--- src/rtl/fetch_pkg.sv ---
// rtl/fetch_pkg.sv - shared constants, state encoding and entry type for the fetch stage
package fetch_pkg;

    localparam logic [31:0] PC_RESET   = 32'h0000_0000;
    localparam logic [31:0] PC_STEP    = 32'd4;
    localparam int          FIFO_DEPTH = 2;

    typedef enum logic [1:0] {
        IDLE  = 2'd0,
        RUN   = 2'd1,
        FLUSH = 2'd2
    } fetch_state_t;

    typedef struct packed {
        logic [31:0] pc;
        logic [31:0] instr;
    } fetch_entry_t;

    // Redirect target: address after the branch plus a word offset, wrapping mod 2^32.
    function automatic logic [31:0] branch_target(input logic [31:0] br_pc,
                                                  input logic [31:0] immed);
        return br_pc + PC_STEP + {immed[29:0], 2'b00};
    endfunction

endpackage

--- src/rtl/fetch_fifo.sv ---
// rtl/fetch_fifo.sv - small FIFO of {pc, instr} entries with synchronous flush
module fetch_fifo
    import fetch_pkg::*;
(
    input  logic        clk,
    input  logic        rst,
    input  logic        flush,
    input  logic        push,
    input  logic [63:0] push_data,
    input  logic        pop,
    output logic [63:0] head_data,
    output logic        empty,
    output logic [1:0]  count
);

    localparam int PTR_W = $clog2(FIFO_DEPTH);

    logic [63:0]      mem [FIFO_DEPTH];
    logic [PTR_W-1:0] wr_ptr;
    logic [PTR_W-1:0] rd_ptr;
    logic             full;
    logic             do_push;
    logic             do_pop;

    assign empty     = (count == 2'd0);
    assign full      = (count == 2'(FIFO_DEPTH));
    assign head_data = mem[rd_ptr];

    // A push into a full FIFO is only legal when the head leaves in the same cycle.
    assign do_pop  = pop && !empty;
    assign do_push = push && (!full || do_pop);

    // Storage and pointers; flush drops all entries but leaves stale words in place.
    always_ff @(posedge clk or posedge rst) begin
        if (rst) begin
            for (int i = 0; i < FIFO_DEPTH; i++) begin
                mem[i] <= '0;
            end
            wr_ptr <= '0;
            rd_ptr <= '0;
            count  <= '0;
        end else if (flush) begin
            wr_ptr <= '0;
            rd_ptr <= '0;
            count  <= '0;
        end else begin
            if (do_push) begin
                mem[wr_ptr] <= push_data;
                wr_ptr      <= wr_ptr + PTR_W'(1);
            end
            if (do_pop) begin
                rd_ptr <= rd_ptr + PTR_W'(1);
            end
            count <= count + {1'b0, do_push} - {1'b0, do_pop};
        end
    end

endmodule

--- src/rtl/fetch_stage.sv ---
// rtl/fetch_stage.sv - instruction fetch with 2-entry return buffer and branch redirect; optional FETCH_PERF_CNT_EN counters
module fetch_stage
    import fetch_pkg::*;
(
    input  logic        Clk,
    input  logic        Reset,
    output logic [31:0] IMEM_addr,
    output logic        IMEM_rd_en,
    input  logic [31:0] IMEM_data,
    output logic [31:0] Instr,
    output logic [31:0] Instr_PC,
    output logic        Instr_valid,
    input  logic        Dec_ready,
    input  logic        PC_sel,
    input  logic [31:0] Br_PC,
    input  logic [31:0] Immed
`ifdef FETCH_PERF_CNT_EN
    ,
    output logic [31:0] Fetch_cnt,
    output logic [15:0] Flush_cnt
`endif
);

    fetch_state_t state;
    fetch_state_t next_state;

    logic [31:0]  pc;
    logic         inflight;
    logic [31:0]  inflight_pc;

    logic         rd_en;
    logic         push;
    logic         pop;
    logic         flush;
    logic [2:0]   occ_after_pop;

    logic [63:0]  head_data;
    fetch_entry_t head;
    logic         fifo_empty;
    logic [1:0]   fifo_count;

    assign head        = fetch_entry_t'(head_data);
    assign Instr       = head.instr;
    assign Instr_PC    = head.pc;
    assign Instr_valid = !fifo_empty;
    assign IMEM_addr   = pc;
    assign IMEM_rd_en  = rd_en;

    // State register.
    always_ff @(posedge Clk or posedge Reset) begin
        if (Reset) begin
            state <= IDLE;
        end else begin
            state <= next_state;
        end
    end

    // Next state and per-cycle controls; a redirect overrides pop, push and fetch.
    // The fetch budget counts the slot freed by this cycle's pop so decode can drain one word per cycle.
    always_comb begin
        next_state    = state;
        rd_en         = 1'b0;
        flush         = PC_sel;
        pop           = Instr_valid && Dec_ready && !PC_sel;
        push          = inflight && !PC_sel;
        occ_after_pop = {1'b0, fifo_count} + {2'b00, inflight} - {2'b00, pop};
        case (state)
            IDLE: begin
                next_state = RUN;
            end
            RUN: begin
                if (PC_sel) begin
                    next_state = FLUSH;
                end
                rd_en = !PC_sel && (occ_after_pop < 3'(FIFO_DEPTH));
            end
            FLUSH: begin
                next_state = PC_sel ? FLUSH : RUN;
                rd_en      = !PC_sel && (occ_after_pop < 3'(FIFO_DEPTH));
            end
            default: begin
                next_state = IDLE;
            end
        endcase
    end

    // Program counter and the single outstanding request; a redirect drops the response in flight.
    always_ff @(posedge Clk or posedge Reset) begin
        if (Reset) begin
            pc          <= PC_RESET;
            inflight    <= 1'b0;
            inflight_pc <= PC_RESET;
        end else if (PC_sel) begin
            pc       <= branch_target(Br_PC, Immed);
            inflight <= 1'b0;
        end else begin
            inflight <= rd_en;
            if (rd_en) begin
                pc          <= pc + PC_STEP;
                inflight_pc <= pc;
            end
        end
    end

    fetch_fifo u_fifo (
        .clk       (Clk),
        .rst       (Reset),
        .flush     (flush),
        .push      (push),
        .push_data ({inflight_pc, IMEM_data}),
        .pop       (pop),
        .head_data (head_data),
        .empty     (fifo_empty),
        .count     (fifo_count)
    );

`ifdef FETCH_PERF_CNT_EN
    // Delivered-instruction and redirect counters, both free-running and wrapping.
    always_ff @(posedge Clk or posedge Reset) begin
        if (Reset) begin
            Fetch_cnt <= 32'd0;
            Flush_cnt <= 16'd0;
        end else begin
            if (pop) begin
                Fetch_cnt <= Fetch_cnt + 32'd1;
            end
            if (PC_sel) begin
                Flush_cnt <= Flush_cnt + 16'd1;
            end
        end
    end
`endif

endmodule

--- config.mk ---
export PLATFORM = sky130hd
export DESIGN_NAME = fetch_stage
export DESIGN_NICKNAME = d
export VERILOG_FILES = /design/src/rtl/fetch_pkg.sv /design/src/rtl/fetch_fifo.sv /design/src/rtl/fetch_stage.sv
export SDC_FILE = /design/constraint.sdc
export NUM_CORES = 1
export LEC_CHECK = 0
export ABC_AREA = 1
export CORE_MARGIN = 5
export CORE_UTILIZATION = 24
export CTS_BUF_LIST = sky130_fd_sc_hd__clkbuf_4 sky130_fd_sc_hd__clkbuf_8
export DETAILED_ROUTE_END_ITERATION = 16
export PLACE_DENSITY_LB_ADDON = 0.05
export RECOVER_POWER = 100
export SLEW_MARGIN = 25
export SYNTH_ARGS = -nofsm -noshare
export SYNTH_HDL_FRONTEND = slang
export SYNTH_SLANG_ARGS = --single-unit
--- constraint.sdc ---
create_clock -name Clk -period 9.85 [get_ports Clk]
set_input_delay 0.985 -clock Clk [delete_from_list [all_inputs] [get_ports Clk]]
set_output_delay 0.985 -clock Clk [all_outputs]
set_load 0.02 [all_outputs]
==> results.sh <==
export IMPL_status="complete, but fails checks"
export IMPL_violations="max-capacitance violations, max-slew violations"
export IMPL_yosys_warnings=0
export IMPL_routabilityCongestion=0.811
export IMPL_synthTopCellsByArea="dfrtp_1 41%, nand2_1 19%, inv_1 6.8%"
export IMPL_drive_gt1_share_pct=2.84
export IMPL_period_share_pct=69.4
export IMPL_worst_hold_path_endpoint="u_fifo.mem[113]"
export IMPL_grt_pass1_vias=10387
export IMPL_postCtsHoldBufs=0
export IMPL_cts_root_buf="clkbuf_8"
export IMPL_r2r_end="IMEM_addr[27]"
export IMPL_synth_xor_xnor_area_share_pct=0.943
export IMPL_fmax_mhz=146
export IMPL_regToRegSetupSlack_ns=4.83
export IMPL_synth_most_common_cell="nand2_1"
export IMPL_place_detailed_hpwl_um=27100
export IMPL_die_w_um=234
export IMPL_power_leakage_nw=7.52
export IMPL_max_cap_violations=8
export IMPL_clock_skew_ns=0.0112
export IMPL_fin_nets=1987
export IMPL_synth_compound_area_share_pct=12.3
export IMPL_synthCells=1658
export IMPL_finalCriticalPeriod_ns=6.84
export IMPL_fillers=5649
export IMPL_port_buffers=195
export IMPL_timing_rr_start="u_fifo.count[1]"
export IMPL_clkTransAtPathRegs_ns=0.10
export IMPL_vias=10441
export IMPL_drv_slew=512
export IMPL_post_cts_resized=0
export IMPL_wl_per_cell_um=15.0
export IMPL_antennaDiodeCount=0
export IMPL_relSlewSlack_pct=-333
export IMPL_hold_violations=0
export IMPL_synth_mux_area_share_pct=0.0829
export IMPL_die_y_um=234
export IMPL_fp_row_count=82
export IMPL_synth_top_family_by_area="simple AND/OR/NAND/NOR gates"
export IMPL_cts_tree="built"
export IMPL_clockBufferDepth=2
export IMPL_antenna_found_initial=0
export IMPL_synth_fa_ha_area_share_pct=7.07
export IMPL_start_util_pct=24.2
export IMPL_clk_insertion_delay_late_ns=0.48
export IMPL_worstMarginPinSlew_ns=6.50
export IMPL_grt_pass1_wl_um=58700
export IMPL_area_growth_pct=22.1
export IMPL_coreArea_sq_um=50000
export IMPL_synth_simple_gate_area_share_pct=28.2
export IMPL_synth_edff_count=0
export IMPL_worst_path_max_fanout=37
export IMPL_synth_nets=1825
export IMPL_syn_area_sq_um=12100
export IMPL_routed_wl_um=37600
export IMPL_via_per_inst=4.17
export IMPL_async_flop_share_pct=100
export IMPL_peakVddDrop_mv=0.0842
export IMPL_cts_htree_levels=4
export IMPL_reg2reg_depth=14
export IMPL_firstDrtPassIters=5
export IMPL_ys_types=43
export IMPL_multiInputGateArea_sq_um=5660
export IMPL_synthDominantCellAreaShare_pct=41.2
export IMPL_critPathRequiredTime_ns=8.87
export IMPL_drc=0
export IMPL_hold_path_depth=2
export IMPL_grt_max_degree=138
export IMPL_yosysSeqAreaShare_pct=41.2
export IMPL_power_density_nw_per_um2=255
export IMPL_synth_flop_cell="dfrtp_1"
export IMPL_synth_common_cells="627 x nand2_1, 220 x inv_1, 199 x dfrtp_1"
export IMPL_syn_avg_cell_area_sq_um=7.28
export IMPL_critPathKind="in -> out"
export IMPL_synth_top_cell_by_area="dfrtp_1"
export IMPL_arrival_ns=5.85
export IMPL_grt_usage_pct=13.7
export IMPL_start_kind="input port"
export IMPL_end_kind="output port"
export IMPL_cts_num_sinks=199
export IMPL_setup_viol=0
export IMPL_tns_ns=0
export IMPL_post_cts_buffers=0
export IMPL_rsz0062_at_grt="false"
export IMPL_die_area_sq_um=54900
export IMPL_synth_seq_cells=199
export IMPL_numCtsBuffers=17
export IMPL_hold_class="reg -> reg"
export IMPL_ant_nets=0
export IMPL_ff_latch_area_sq_um=4980
export IMPL_first_iter_violations=555
export IMPL_hp_start="u_fifo.mem[113]"
export IMPL_p_total_mw=3.75
export IMPL_grt_overflow=0
export IMPL_io_pins=198
[worst max-delay path by stage]
stage,slack (ns),end,cells after the start,startpoint
CTS,4.48,IMEM_rd_en,11,PC_sel
detailed placement,4.48,IMEM_rd_en,11,PC_sel
finish,3.01,IMEM_rd_en,11,PC_sel
global placement,4.49,IMEM_rd_en,11,PC_sel
floorplan,3.44,IMEM_addr[0],1,Reset
global route,2.47,IMEM_addr[27],14,PC_sel
[stage by stage]
step	utilization [%]	instances	cell area [sq um]	hold WS [ns]	setup WS, ns
after CTS	30.0	2504	15000	0.494	4.48
after global placement	29.1	2473	14500	0.465	4.49
after floorplan	-	1658	12100	0.453	3.44
after global routing	29.5	2504	14700	0.509	2.47
final	29.5	2504	14700	0.489	3.01
after detailed placement	29.1	2473	14500	0.468	4.48
[power breakdown]
part	internal, mW	switching, mW	leakage, nW
Sequential	1.17	0.239	2.51
Clock	0.293	0.293	0.220
Combinational	0.652	1.11	4.78
Total	2.11	1.64	7.52
[cell type report]
type | instances | area share, %
timing repair buffer | 203 | 13.5
tap | 672 | 5.70
sequential | 199 | 33.8
clock buffer | 24 | 2.20
multi-input combinational | 1177 | 38.4
inverter | 222 | 5.67
clock inverter | 7 | 0.781
[critical path: stages]
cell and delay (ns):
dlygate4sd3_1 0.52, clkbuf_1 1.49, nor2_1 0.13, ha_1 0.34, or2_2 0.30, fa_1 0.42
nand2_1 0.07, nor2_1 0.04, nand2_1 0.79, inv_1 0.08, dlygate4sd3_1 0.68
[logic make-up (layout without fill, tap and decap cells)]
logic type	count (synthesis)	count (layout)
muxes	1	1
adders and majority gates	67	67
AOI/OAI and AO/OA	246	246
DFF	199	199
and+or+nand+nor	850	850
buffers and inverters	282	456
xor gates and xnor gates	13	13
[state kept, by name, summed over array words and instances, names as in the netlist]
name           count
u_fifo.mem       128
IMEM_addr         32
inflight_pc       32
state              2
u_fifo.count       2
inflight           1
u_fifo.rd_ptr      1
u_fifo.wr_ptr      1
[routing by layer]
metal / vias to the layer above / track usage [%] / share of wire, %
li1: 5506 / - / -
met1: 4766 / 18.1 / 47
met2: 147 / 23.2 / 48
met3: 22 / 2.74 / 4.0
met4: 0 / 3.03 / 1.2
met5: - / 0 / 0
[layout by cell type (no fill, tap or decap), drive strengths merged, types with 6 or more instances in the layout]
cell type	netlist	layout
a21oi	42	42
a31oi	6	6
clkbuf	21	30
clkdlybuf4s50	0	97
dfrtp	199	199
dlygate4sd3	0	98
ha	65	65
inv	221	219
nand2	633	633
nand3	71	71
nand3b	7	7
nand4	10	10
nor2	114	114
nor3	11	11
o21ai	185	185
xor2	9	9
Power figures use the tool's default switching activity.
==> patch: new RTL, config.mk and constraints unchanged <==
Change the package constant `FIFO_DEPTH` from 2 to 4.
--- a/src/rtl/fetch_pkg.sv
+++ b/src/rtl/fetch_pkg.sv
@@ -3,7 +3,7 @@
 
     localparam logic [31:0] PC_RESET   = 32'h0000_0000;
     localparam logic [31:0] PC_STEP    = 32'd4;
-    localparam int          FIFO_DEPTH = 2;
+    localparam int          FIFO_DEPTH = 4;
 
     typedef enum logic [1:0] {
         IDLE  = 2'd0,
Formal check against the unedited RTL: not equivalent (Yosys sat finds a counterexample within 4 cycles, from zero or initial values and one cycle with Reset high).
==> patch against the unedited design <==
- the flow still finishes with violations (capacitance limit, slew limit)
- power is 14% higher
- core utilization is 0.46 points higher
- setup slack worse by 0.043 ns
- die area is 41% higher
- sequential cell count up 130
- wire length rose by 53%
- area after synthesis increased by 43%
- combinational power decreased by 38%
- design area grew 45%
- critical path type is now reg -> out
- critical endpoint is now Instr_PC[12]
==> patch: results (changes against the unedited design) <==
Finish:
- The final-layout fill cell count is 7774 (+38%).
- The number of flip-flops in the largest register was 256 (+100%).
- The share of layout cells above drive strength 1 came to 5.798% (+3.0 points).

Status:
- The run finished, with violations left.
- The checks that failed: capacitance limit, slew limit.

Yosys:
- Ranked by total cell area, the synthesized netlist is headed by dfrtp_1 48%, nand2_1 13%, o21ai_0 12%.
- The number of nets in the synthesized netlist was 2415 (+32%).
- The number of unique standard cell types used by synthesis is 41 (-4.7%).
- The post-synthesis mux area share is 0% (-0.083 points).

Setup path:
- The worst-path maximum fanout was 65 (+76%).
- The largest incremental delay on the critical path is 2.22 ns (+0.73 ns).
- The reg2reg setup slack is 5.87 ns (+1.04 ns).
- The critical path ends at Instr_PC[12].
- The startpoint identified for the worst register-to-register timing path is u_fifo.count[0]$_DFF_PP0_.
- The worst reg-to-reg path cell count came to 12 (-2).

Placement:
- The total half-perimeter wirelength after legalization and detailed placement came to 36.58 mm (+35%).
- The global placement routability congestion came to 0.7942 (-2.0%).
- The instance area at placement is 20090 um^2 (+38%).

Timing:
- The worst clock skew is 0.01655 ns (+0.005342 ns).
- The transition time of the tightest slew-check pin is 4.024 ns (-2.474 ns).
- The count of final max-slew check failures is 245 (-52%).

Power:
- The maximum vdd ir drop is 0.00008581 V (+2.0%).

Flow run:
- The max capacitance violation total was 5 (-3).

CTS:
- The TritonCTS buffer count is 66 (+49).
- The clock-pin transition on the worst setup and hold timing paths was 0.06 ns (-0.04 ns).
- The clock latency on the worst-skew pair was 0.60 ns (+0.12 ns).

Global route:
- The wire length of the first global-routing pass is 89.93 mm (+53%).

Routing:
- The post-detailed-routing wire length came to 57.38 mm (+53%).
-- patch: cells by family (layout without fill, tap and decap cells) --
logic type,Yosys count,after routing
fa+ha+maj,70,70
flops,329,329
compound gates,563,563
other cells,0,2
buf+inv,343,547
simple gates,918,918
xor+xnor,22,22
-- patch: how the worst min path moves through the flow --
stage                                       end  slack, ns  cells past startpoint
floorplan           u_fifo.mem[127]$_DFFE_PP0P_       0.45                      2
global placement    u_fifo.mem[180]$_DFFE_PP0P_       0.46                      2
detailed placement   u_fifo.mem[97]$_DFFE_PP0P_       0.47                      2
CTS                 u_fifo.mem[149]$_DFFE_PP0P_       0.48                      2
global route        u_fifo.mem[188]$_DFFE_PP0P_       0.50                      2
finish              u_fifo.mem[154]$_DFFE_PP0P_       0.48                      2
-- patch: tightest hold or removal path, stage by stage (launching register included) --
cell	delay [ns]
dfrtp_1	0.33
nand2_1	0.05
o21ai_0	0.06
-- patch: cell type report --
| type | count | area [um^2] | area share, % |
|---|---|---|---|
| flip-flops and latches | 329 | 8238 | 38.45 |
| inverters | 226 | 857.1 | 4.000 |
| clock inverters | 4 | 25.02 | 0.1168 |
| clock buffers | 112 | 1354 | 6.319 |
| repair buffers | 205 | 2022 | 9.437 |
| multi-input cells | 1573 | 7736 | 36.11 |
| well taps | 950 | 1189 | 5.548 |
| diodes | 2 | 5.005 | 0.02336 |
-- patch: through the flow --
step / std cells / hold slack, ns / total power, W
after floorplan: 2245 / 0.4478 / 0.002383
after global placement: 3283 / 0.4609 / 0.002913
after detailed placement: 3283 / 0.4673 / 0.002918
after CTS: 3399 / 0.4808 / 0.004442
after global routing: 3400 / 0.4957 / 0.004593
final: 3401 / 0.4755 / 0.004264
-- patch: power breakdown --
| group | internal, W | switching (W) | leakage (nW) |
|---|---|---|---|
| Combinational | 0.000390 | 0.000710 | 5.23 |
| Sequential | 0.00153 | 0.000174 | 4.46 |
| Clock | 0.000858 | 0.000600 | 0.736 |
| Total | 0.00278 | 0.00149 | 10.4 |
-- patch: per-layer routing --
| metal | routed length, um | track usage, % | vias to the layer above | part of all wire, % |
|---|---|---|---|---|
| met3 | 2908 | 2.986 | 69 | 5.1 |
| met2 | 27770 | 25.33 | 327 | 48 |
| met1 | 25410 | 18.35 | 7146 | 44 |
| met5 | 0 | 0 | - | 0 |
| li1 | - | - | 7616 | - |
| met4 | 1292 | 4.590 | 0 | 2.3 |
